===== src/rtl/spi_adc_responder.sv =====
// SPI mode-0 slave that emulates a serial ADC: it returns zero-padded samples
// and captures MOSI words, with all SPI pins oversampled on the system clock.
module spi_adc_responder #(
    parameter int FRAME_BITS  = 16,
    parameter int DATA_BITS   = 12,
    parameter int SYNC_STAGES = 2
) (
    input  logic                  clk,
    input  logic                  reset,
    input  logic                  sck,
    input  logic                  cs,
    input  logic                  mosi,
    output logic                  miso,
    output logic                  miso_oe,
    input  logic [DATA_BITS-1:0]  i_sample,
    input  logic                  i_sample_valid,
    output logic                  o_sample_ready,
    output logic [FRAME_BITS-1:0] o_rx_data,
    output logic                  o_rx_valid,
    output logic                  o_frame_abort,
    output logic                  o_busy
);

    localparam int CW = $clog2(FRAME_BITS + 1);

    typedef enum logic {
        IDLE   = 1'b0,
        ACTIVE = 1'b1
    } state_t;

    state_t                 state_q;
    logic [SYNC_STAGES-1:0] cs_sync_q;
    logic [SYNC_STAGES-1:0] sck_sync_q;
    logic [SYNC_STAGES-1:0] mosi_sync_q;
    logic [SYNC_STAGES-1:0] fill_q;
    logic                   cs_prev_q;
    logic                   sck_prev_q;
    logic                   armed_q;
    logic [DATA_BITS-1:0]   hold_q;
    logic [FRAME_BITS-1:0]  tx_q;
    logic [FRAME_BITS-1:0]  rx_q;
    logic [CW-1:0]          cnt_q;
    logic                   miso_q;
    logic                   oe_q;
    logic [FRAME_BITS-1:0]  rx_data_q;
    logic                   rx_valid_q;
    logic                   abort_q;

    logic                   cs_s;
    logic                   sck_s;
    logic                   mosi_s;
    logic                   cs_fall;
    logic                   cs_rise;
    logic                   sck_rise;
    logic                   sck_fall;
    logic                   cnt_open;
    logic [FRAME_BITS-1:0]  rx_d;

    assign cs_s     = cs_sync_q[SYNC_STAGES-1];
    assign sck_s    = sck_sync_q[SYNC_STAGES-1];
    assign mosi_s   = mosi_sync_q[SYNC_STAGES-1];
    // A CS low held through reset must not look like a fresh frame start.
    assign cs_fall  = armed_q & cs_prev_q & ~cs_s;
    assign cs_rise  = ~cs_prev_q & cs_s;
    assign sck_rise = ~sck_prev_q & sck_s;
    assign sck_fall = sck_prev_q & ~sck_s;
    assign cnt_open = (cnt_q < CW'(FRAME_BITS));
    assign rx_d     = {rx_q[FRAME_BITS-2:0], mosi_s};

    assign o_busy         = (state_q == ACTIVE);
    assign o_sample_ready = ~o_busy;
    assign miso           = miso_q;
    assign miso_oe        = oe_q;
    assign o_rx_data      = rx_data_q;
    assign o_rx_valid     = rx_valid_q;
    assign o_frame_abort  = abort_q;

    always_ff @(posedge clk) begin
        if (!reset) begin
            state_q     <= IDLE;
            cs_sync_q   <= '1;
            sck_sync_q  <= '0;
            mosi_sync_q <= '0;
            fill_q      <= '0;
            cs_prev_q   <= 1'b1;
            sck_prev_q  <= 1'b0;
            armed_q     <= 1'b0;
            hold_q      <= '0;
            tx_q        <= '0;
            rx_q        <= '0;
            cnt_q       <= '0;
            miso_q      <= 1'b0;
            oe_q        <= 1'b0;
            rx_data_q   <= '0;
            rx_valid_q  <= 1'b0;
            abort_q     <= 1'b0;
        end else begin
            cs_sync_q   <= {cs_sync_q[SYNC_STAGES-2:0], cs};
            sck_sync_q  <= {sck_sync_q[SYNC_STAGES-2:0], sck};
            mosi_sync_q <= {mosi_sync_q[SYNC_STAGES-2:0], mosi};
            fill_q      <= {fill_q[SYNC_STAGES-2:0], 1'b1};
            cs_prev_q   <= cs_s;
            sck_prev_q  <= sck_s;
            armed_q     <= armed_q | (fill_q[SYNC_STAGES-1] & cs_s);
            rx_valid_q  <= 1'b0;
            abort_q     <= 1'b0;

            if (i_sample_valid && state_q == IDLE) begin
                hold_q <= i_sample;
            end

            unique case (state_q)
                IDLE: begin
                    if (cs_fall) begin
                        state_q <= ACTIVE;
                        tx_q    <= FRAME_BITS'(hold_q);
                        cnt_q   <= '0;
                        oe_q    <= 1'b1;
                        miso_q  <= 1'b0;
                    end
                end
                ACTIVE: begin
                    if (cs_rise) begin
                        state_q <= IDLE;
                        miso_q  <= 1'b0;
                        oe_q    <= 1'b0;
                        abort_q <= cnt_open;
                    end else if (sck_rise && cnt_open) begin
                        rx_q  <= rx_d;
                        cnt_q <= cnt_q + 1'b1;
                        if (cnt_q == CW'(FRAME_BITS - 1)) begin
                            rx_data_q  <= rx_d;
                            rx_valid_q <= 1'b1;
                            miso_q     <= 1'b0;
                        end
                    end else if (sck_fall && cnt_open) begin
                        tx_q   <= {tx_q[FRAME_BITS-2:0], 1'b0};
                        miso_q <= tx_q[FRAME_BITS-2];
                    end
                end
                default: state_q <= IDLE;
            endcase
        end
    end

endmodule


===== config.mk =====
export PLATFORM = sky130hd
export DESIGN_NAME = spi_adc_responder
export DESIGN_NICKNAME = d
export VERILOG_FILES = /design/src/rtl/spi_adc_responder.sv
export SDC_FILE = /design/constraint.sdc
export NUM_CORES = 1
export LEC_CHECK = 0
export BUFFER_PORTS_ARGS = -buffer_cell sky130_fd_sc_hd__buf_4
export CAP_MARGIN = 20
export CORE_UTILIZATION = 50
export CTS_BUF_LIST = sky130_fd_sc_hd__clkbuf_2
export DETAILED_ROUTE_END_ITERATION = 7
export PLACE_DENSITY = 0.76
export SETUP_SLACK_MARGIN = 0.1
export SLEW_MARGIN = 20
export SYNTH_ARGS = -nofsm -noshare
export SYNTH_HDL_FRONTEND = slang
export SYNTH_SLANG_ARGS = --single-unit

===== constraint.sdc =====
create_clock -name clk -period 2.7 [get_ports clk]
set_input_delay 0.135 -clock clk [delete_from_list [all_inputs] [get_ports clk]]
set_output_delay 0.135 -clock clk [all_outputs]
set_load 0.005 [all_outputs]

==> results of run 1 <==
==> what timing repair did <==
action	in CTS	in global routing
hold buffers	15	0
buffers inserted	0	0
resized for setup	0	0
hold endpoints to repair	15	0
==> cells in the mapped netlist <==
library cell	number	area [sq um]
a21boi_0	21	158
a21oi_1	14	70.1
nand3_1	9	45.0
o21ai_1	4	20.0
nand2b_4	1	13.8
nand4bb_1	1	11.3
nand3b_1	1	7.51
nand2_1	60	225
nor2b_1	20	125
buf_2	4	20.0
nand4_1	1	6.26
ha_1	2	25.0
buf_4	2	15.0
inv_1	3	11.3
o21a_1	3	22.5
and3_1	5	31.3
o21ai_0	10	50.1
and2b_1	1	7.51
buf_12	1	20.0
o221ai_1	1	8.76
dfxtp_1	79	1580
buf_6	3	33.8
and2_1	9	56.3
nor3_2	1	10.0
clkbuf_1	11	41.3
a31oi_1	1	6.26
or3_1	2	12.5
a21boi_1	10	75.1
nand2b_1	5	31.3
nor3_1	1	5.00
nor2b_4	1	13.8
o2111ai_1	1	8.76
nor2_1	5	18.8
mux2i_1	27	270
o31ai_4	1	21.3
xor2_1	1	8.76
==> power groups by stage <==
stage | logic [mW] | clock network, mW | registers, mW
final | 0.111 | 0.699 | 1.20
after floorplan | 0.0628 | 0 | 1.22
after global placement | 0.0926 | 0 | 1.23
after detailed placement | 0.0950 | 0 | 1.23
after CTS | 0.112 | 0.716 | 1.20
after global routing | 0.125 | 0.767 | 1.21
==> path summary, 6_finish.rpt <==
kind | end | slack, ns | cells past startpoint
worst max register to register | o_rx_data[12] | 0.86 | 8
worst max-delay path | o_rx_data[12] | 0.86 | 8
worst min-delay path | fill_q[0] | 0.06 | 1
worst min register to register | sck_sync_q[1] | 0.46 | 1
==> cell type report <==
| class | instances | area [sq um] |
|---|---|---|
| Multi-Input combinational cell | 219 | 1370 |
| Clock buffer | 9 | 45.0 |
| Clock inverter | 7 | 87.6 |
| Sequential cell | 79 | 1580 |
| Inverter | 3 | 11.3 |
| Timing Repair Buffer | 57 | 465 |
| Fill cell | 536 | 2310 |
| Tap cell | 75 | 93.8 |
==> worst max-delay path, cell delays in order (launching register included) <==
cell and delay (ns):
dfxtp_1 0.41, ha_1 0.17, and3_1 0.16, ha_1 0.14, nand3b_1 0.12, nor3_2 0.13
buf_4 0.32, mux2i_1 0.25, nor2b_1 0.06
==> registers in the layout, indices dropped and copies added (netlist names) <==
signal and flops:
o_frame_abort 1, mosi_sync_q 2, miso 1, miso_oe 1, rx_q 15, fill_q 2, cs_sync_q 2, cnt_q 5
cs_prev_q 1, tx_q 15, hold_q 12, sck_prev_q 1, o_rx_valid 1, o_busy 1, sck_sync_q 2, armed_q 1
o_rx_data 16
==> cell usage in the layout (no fill, tap or decap), types with 9 or more instances in the layout <==
master,instances
a21oi_1,14
a21boi_1,10
buf_4,42
and2_1,9
a21boi_0,21
dlygate4sd3_1,15
clkbuf_2,9
nand3_1,9
nand2_1,60
mux2i_1,27
nor2b_1,20
dfxtp_1,79
o21ai_0,10
==> logic make-up after synthesis <==
kind of cell / after synthesis
DFF: 79
xor gates and xnor gates: 1
buffers and inverters: 24
adders and majority gates: 2
muxes: 27
and+or+nand+nor: 123
AOI/OAI and AO/OA: 66
==> per-layer routing <==
layer	up-vias	routed length, um	track usage	part of all wire
met4	0	99	0.0821	0.018
met3	8	137	0.0477	0.025
met1	1067	2580	0.213	0.46
met2	29	2760	0.328	0.49
met5	-	0	0	0
li1	1168	-	-	-
==> impl_results.md, run 1 <==
- DP Area: 0.00337 sq mm
- Clk_skew: 0.0269 ns
- Crit path DAT: 2.25 ns
- Worst reg2reg startpoint: cnt_q[0]
- Initial antenna violation count: 0
- End-of-flow core utilization: 0.613
- Design Power: 2.02 mW
- Die ar.: 0.00649 sq mm
- Clock share of power: 0.347
- Final worst path period share: 0.682
- CTS clock-pin slew for the worst setup and hold paths: 0.20 ns
- Worst slew pin tran: 0.773 ns
- Initial DRC count: 131
- Hold_ws: 0.0555 ns
- Final setup viols: 0
- Area of the mapped netlist: 0.00309 sq mm
- Clock sinks: 79
- Normalized max-slew margin: 0.485
- Required time of the critical path: 3.11 ns
- Starting Density: 0.518
- Comb pwr share: 0.055
- Final Max Slew Viols: 0
- Crit path launch: cnt_q[0]
- Layout cell share with drive strength beyond 1: 0.166
- Largest net degree at the start of global routing: 81
- Critical Path Source Type: flop
- P&R area growth vs syn: 18.2%
- Final #Nets: 389
- Cell count after synthesis: 322
- Library cells used by synthesis: 36
- Mux cell area share after synthesis: 0.0875
- Syn Nets: 342
- DP Cell Count: 418
- Setup TNS: 0 ns
- Die Y: 80.6 um
- Final std cells w/o fill: 449
- Core region area: 0.00596 sq mm
- CP endpoint kind: flop
- Clock latency on the worst-skew pair: 0.51 ns
- Largest family of logic cells by synthesized area: simple AND/OR/NAND/NOR gates
- RSZ-0062 raised after global routing: no
- Register area share after synthesis: 0.512
- Worst setup margin: 0.859 ns
- Min Tclk post-route: 1.84 ns
- Final ANT Viol Nets: 0
- Adder-cell share of the synthesized area: 0.00810
- Area share of and/or/nand/nor cells after synthesis: 0.201
- Die Wd: 80.6 um
- YS warnings: 0
- Drt drc: 0
- ANT cells: 0
- Syn Area/Cell: 9.59 sq um
- Xor/xnor cell area share of the yosys netlist: 0.00284
- CTS tree: done
- CTS Buffer Depth: 2
- Placed wire-length estimate: 3490 um
- Grt ovf: 0
- Synth Register Bits: 79
- Max rail drop VDD: 0.386 mV
- Worst Min Path Start: reset
- CTS root buf: clkbuf_2
- Routed WL: 5580 um
- Pwr dens: 552 mW/mm^2
- Pre-CTS setup slack: 0.902 ns
- Hold WC Path Type: primary input to flop
- Vias in the first global route: 2,164
- Critical Path Fanout Max: 17
- Max Cap Violations: 0
- Vias: 2,272
- Routability cong.: 0.753
- H-tree Lvls: 3
- Final instance area: 0.00365 sq mm
- Drt first pass iters: 4
- Sw Ratio: 0.229
- Reg power frac: 0.598
- Routed WL per cell: 12.4 um
- FMAX: 543 MHz
- First-pass GRT wire length: 9200 um
- Cell Rows: 28
- Final hold vios: 0
- Status: complete, no violations
- Switching Power: 462 uW
- Int Power: 1.55 mW
- Complex-gate fraction of the synthesized area: 0.143
- Via density: 5.06
- TritonCTS Buffers: 9
- Worst Setup Path Type: flop to flop
- Overall Global Routing Usage: 0.187
- P_leak: 1.36 nW
- I/O Buffers: 39
- I/O pin total: 40
No activity file was read; power rests on OpenSTA's default activity.
==> run 2, diff against run 1 <==
Clock period 2.7 ns to 1.7 ns, I/O delays scaled along.
==> run 2 against run 1 <==
Non-clock buffer count increased by 10. Combinational power grew 66%. Via count up 1.4%. First-iteration DRC count down 4.6%. Clock-buffer cell count is the same. Worst hold slack improved by 0.012 ns. Design area rose by 3.8%. Worst setup slack got worse by 0.85 ns. Global-route usage up 0.35 points. Die area unchanged. Largest power group unchanged.
==> impl_results.md, run 2 (synthesis results as in run 1) <==
- Routability cong.: 0.764
- Drt drc: 0
- Overall Global Routing Usage: 0.191
- Layout cell share with drive strength beyond 1: 0.201
- Die Y: 80.6 um
- Via density: 5.02
- Critical Path Source Type: flop
- R2R Path End: o_rx_data[2]
- I/O Buffers: 39
- Routed WL per cell: 12.3 um
- Design Power: 3.25 mW
- Final hold vios: 0
- Final std cells w/o fill: 459
- Worst R2R Setup Slack: 0.007 ns
- Critical Path Fanout Max: 9
- ANT cells: 0
- P_leak: 1.41 nW
- Final ANT Viol Nets: 0
- Status: complete, no violations
- Worst Setup Path Type: flop to flop
- Vias in the first global route: 2,185
- Initial antenna violation count: 0
- CTS root buf: clkbuf_2
- Drt first pass iters: 4
- Pwr dens: 858 mW/mm^2
- Clk_skew: 0.0255 ns
- Final #Nets: 399
- CTS clock-pin slew for the worst setup and hold paths: 0.21 ns
- Most common cell after layout, fill and taps aside: dfxtp_1
- Crit path DAT: 2.13 ns
- Fill count: 508
- Vias: 2,303
- Setup TNS: 0 ns
- Final setup viols: 0
- Hold WC Path Type: primary input to flop
- R2R depth: 8
- CP endpoint kind: flop
- Normalized max-slew margin: 0.596
- CTS Buffer Depth: 2
- Crit path launch: cnt_q[0]
- Placed wire-length estimate: 3500 um
- Die Wd: 80.6 um
- Initial DRC count: 125
- I/O pin total: 40
- Min Tclk post-route: 1.69 ns
- Commonest non-fill, non-tap cells in the layout: dfxtp_1, nand2_1, buf_4, mux2i_1, a21boi_0
- Grt ovf: 0
- Clock sinks: 79
- First-pass GRT wire length: 9480 um
- Worst reg2reg startpoint: cnt_q[0]
- Die ar.: 0.00649 sq mm
- Largest net degree at the start of global routing: 79
- FMAX: 591 MHz
- Clock latency on the worst-skew pair: 0.52 ns
- CP endpoint: o_rx_data[2]
- RSZ-0062 raised after global routing: yes
- Max rail drop VDD: 0.569 mV
- Max reg flops: 16
- Cell Rows: 28
- P&R area growth vs syn: 22.7%
- TritonCTS Buffers: 9
- Core region area: 0.00596 sq mm
- Worst slew pin tran: 0.605 ns
- Final worst path period share: 0.996
- Max Cap Violations: 0
- Starting Density: 0.518
- Final Max Slew Viols: 0
- Routed WL: 5630 um
- H-tree Lvls: 3
- Required time of the critical path: 2.14 ns
- DP Cell Count: 425
- CTS tree: done
[run 2: cell count changes in the layout (fill, tap and decap cells not counted), moves of 2 or more]
cell	delta
ha_4	+2
dfxtp_1	-3
ha_1	-2
buf_6	+2
clkinv_2	-2
buf_4	+6
dlygate4sd3_1	+2
dfxtp_2	+2
[run 2: repair_timing]
action / 4_1_cts / 5_1_grt
hold buffers: 17 / 0
gates resized for setup: 2 / 8
buffers inserted: 0 / 1
endpoints found under the hold margin: 17 / 0
pin swaps: 0 / 0
endpoints found under the setup margin: 17 / 24
[run 2: report_power, final]
part           switching, mW  leakage (nW)  internal, mW
registers             0.0205         0.643          1.89
logic                 0.0790         0.686         0.105
clock network          0.667        0.0823         0.489
[run 2: area by class of cell]
cell class | instances | area (sq um) | share of cell area
Timing Repair Buffer | 67 | 553 | 0.146
Tap cell | 75 | 93.8 | 0.0248
Multi-Input combinational cell | 219 | 1400 | 0.370
Inverter | 3 | 11.3 | 0.00297
Clock buffer | 9 | 45.0 | 0.0119
Clock inverter | 7 | 95.1 | 0.0251
Sequential cell | 79 | 1590 | 0.419
[run 2: through the flow]
step | instance area, sq um | util | hold WS [ns] | worst slack (ns)
finish | 3790 | 0.636 | 0.0672 | 0.00717
CTS | 3740 | 0.628 | 0.109 | -0.0145
detailed placement | 3420 | 0.575 | 0.272 | 0.00292
global route | 3790 | 0.636 | 0.0681 | -0.0737
global placement | 3420 | 0.575 | 0.268 | 0.0895
floorplan | 3090 | - | 0.113 | 0.0903
[run 2: layer usage]
metal / GRT usage / vias to the layer above / wire [um]
met5: 0 / - / 0
li1: - / 1199 / -
met1: 0.232 / 1066 / 2690
met3: 0.0375 / 12 / 110
met2: 0.315 / 26 / 2710
met4: 0.104 / 0 / 115
[run 2: worst min-delay path by stage]
stage                   start            to  slack (ns)  depth (start not counted)
2_1_floorplan           reset     fill_q[0]        0.11                          0
3_3_place_gp               cs  cs_sync_q[0]        0.27                          2
3_5_place_dp               cs  cs_sync_q[0]        0.27                          2
4_1_cts        i_sample_valid     hold_q[8]        0.11                          4
5_1_grt        i_sample_valid     hold_q[5]        0.07                          4
6_report       i_sample_valid     hold_q[5]        0.07                          4
[run 2: worst max-delay path, cell delays in order (launching register included)]
cell and delay [ns]:
dfxtp_2 0.40, ha_4 0.14, and3_4 0.19, ha_4 0.11
nand3b_1 0.13, nor3_4 0.19, buf_6 0.19, mux2i_1 0.21
nor2b_1 0.06
==> run 3, diff against run 2 <==
Settings changed: CORE_UTILIZATION 50 to 59, CTS_CLUSTER_DIAMETER set to 100, PLACE_DENSITY 0.76 to 0.86.
==> run 3 against run 2 <==
The flow now finishes with violations (negative setup slack). Sequential cell count is the same. Clock power fell by 14%. Non-clock buffer count rose by 6. Power shrank 4.9%. Critical path depth increased by 1. Register-to-register slack worse by 0.12 ns. Clock skew up 0.012 ns. Fmax shrank 6.6%. Via count grew 5.4%. Combinational power barely moved. Design area grew 2.0%. Sequential power barely moved. Critical path type unchanged. Largest cell class unchanged.
==> impl_results.md, run 3 (synthesis results as in run 1) <==
- CTS tree: done
- Die ar.: 0.00553 sq mm
- Stages on worst setup path: 9
- Via density: 5.31
- Worst setup margin: -0.113 ns
- Routed WL per cell: 14.0 um
- Drt first pass iters: 4
- Max reg flops: 16
- CP endpoint kind: flop
- Final setup viols: 17
- Clk_skew: 0.0375 ns
- Min Tclk post-route: 1.81 ns
- Layout cell share with drive strength beyond 1: 0.223
- Max Cap Violations: 0
- R2R depth: 9
- Clock sinks: 79
- Final Max Slew Viols: 0
- CTS Buffer Depth: 2
- Routed WL: 6390 um
- I/O pin total: 40
- Drt drc: 0
- Peak per-stage delay on the critical path: 0.40 ns
- Pwr dens: 800 mW/mm^2
- P&R area growth vs syn: 25.2%
- ANT cells: 0
- Worst slew pin tran: 0.612 ns
- P_leak: 1.44 nW
- Critical Path Source Type: flop
- FMAX: 551 MHz
- Critical path's top delay family: simple AND/OR/NAND/NOR gates
- I/O Buffers: 39
- Cell Rows: 25
- CTS clock-pin slew for the worst setup and hold paths: 0.21 ns
- Clock latency on the worst-skew pair: 0.54 ns
- Hold WC Path Type: primary input to flop
- Vias: 2,427
- Final instance area: 0.00386 sq mm
- Commonest non-fill, non-tap cells in the layout: dfxtp_1, nand2_1, buf_4, mux2i_1, a21boi_0
- Final hold vios: 0
- Reg area: 0.00159 sq mm
- Normalized max-slew margin: 0.592
- Die Y: 74.3 um
- Final worst path period share: 1.07
- Placed wire-length estimate: 3560 um
- Initial antenna violation count: 0
- Final #Nets: 405
- Grt ovf: 0
- Buf/Inv on CP: 2
- Required time of the critical path: 2.12 ns
- H-tree Lvls: 3
- Max rail drop VDD: 0.580 mV
- Worst Setup Path Type: flop to flop
- DP Area: 0.00340 sq mm
- Status: finished, violations left
- Failing checks: negative setup slack
- Overall Global Routing Usage: 0.249
- Core region area: 0.00488 sq mm
- End-of-flow core utilization: 0.792
- Design Power: 3.09 mW
- Worst R2R Setup Slack: -0.11 ns
- Fill count: 317
- Crit path DAT: 2.24 ns
- TritonCTS Buffers: 9
- Vias in the first global route: 2,311
- Starting Density: 0.633
- CP cell instances: ha_4 -> and3_4 -> ha_4 -> nand3b_1 -> nor3_4 -> buf_4 -> clkbuf_16 -> mux2i_1 -> nor2b_1
- Most common cell after layout, fill and taps aside: dfxtp_1
- Critical Path Fanout Max: 4
- Die Wd: 74.3 um
- CP dominant cell by count: ha_4
- Hold depth: 4
- RSZ-0062 raised after global routing: yes
- Largest net degree at the start of global routing: 81
- Area of the multi-input gates: 0.00142 sq mm
- Final ANT Viol Nets: 0
- CTS root buf: clkbuf_2
- Initial DRC count: 152
- Routability cong.: 0.811
- First-pass GRT wire length: 10,200 um
- Critical path's slowest cell: dfxtp_2
- Pre-CTS setup slack: -0.0359 ns
run 3: final timing paths:
check | from | end
worst max register to register | cnt_q[0] | o_rx_data[10]
worst min-delay path | i_sample_valid | hold_q[9]
worst min register to register | rx_q[12] | rx_q[13]
worst max-delay path | cnt_q[0] | o_rx_data[10]
run 3: report_power, final:
| part | total, mW | internal (mW) | switching, mW |
|---|---|---|---|
| Sequential | 1.91 | 1.89 | 0.0220 |
| Clock | 0.992 | 0.351 | 0.642 |
| Combinational | 0.186 | 0.104 | 0.0825 |
run 3: worst min-delay path, stage by stage:
cell      delay, ns
buf_4          0.11
nor2b_2        0.22
nand2_1        0.09
a21boi_0       0.06
run 3: area by class of cell:
class / instances / area share
Clock buffer: 11 / 0.0142
Clock inverter: 5 / 0.0152
Inverter: 3 / 0.00291
Multi-Input combinational cell: 219 / 0.368
Sequential cell: 79 / 0.410
Tap cell: 67 / 0.0217
Timing Repair Buffer: 73 / 0.168
run 3: per-stage QoR:
step / hold slack (ns) / TNS [ns] / instances
6_report: 0.0603 / -1.17 / 457
4_1_cts: 0.0984 / -0.134 / 453
2_1_floorplan: 0.113 / 0 / 322
3_5_place_dp: 0.282 / -0.177 / 414
5_1_grt: 0.0590 / -2.79 / 457
3_3_place_gp: 0.268 / 0 / 414
run 3: layer usage:
metal | up-vias | global-route usage | routed length, um
li1 | 1213 | - | -
met2 | 54 | 0.425 | 3210
met4 | 0 | 0.140 | 135
met5 | - | 0 | 0
met3 | 16 | 0.0461 | 240
met1 | 1144 | 0.294 | 2800
run 3: repair_timing:
| action | 4_1_cts | 5_1_grt |
|---|---|---|
| endpoints found under the hold margin | 18 | 0 |
| buffers inserted | 5 | 4 |
| pin swaps | 0 | 2 |
| endpoints found under the setup margin | 16 | 33 |
| hold buffers | 17 | 0 |
| cloned | 1 | 1 |
| resized for setup | 7 | 7 |
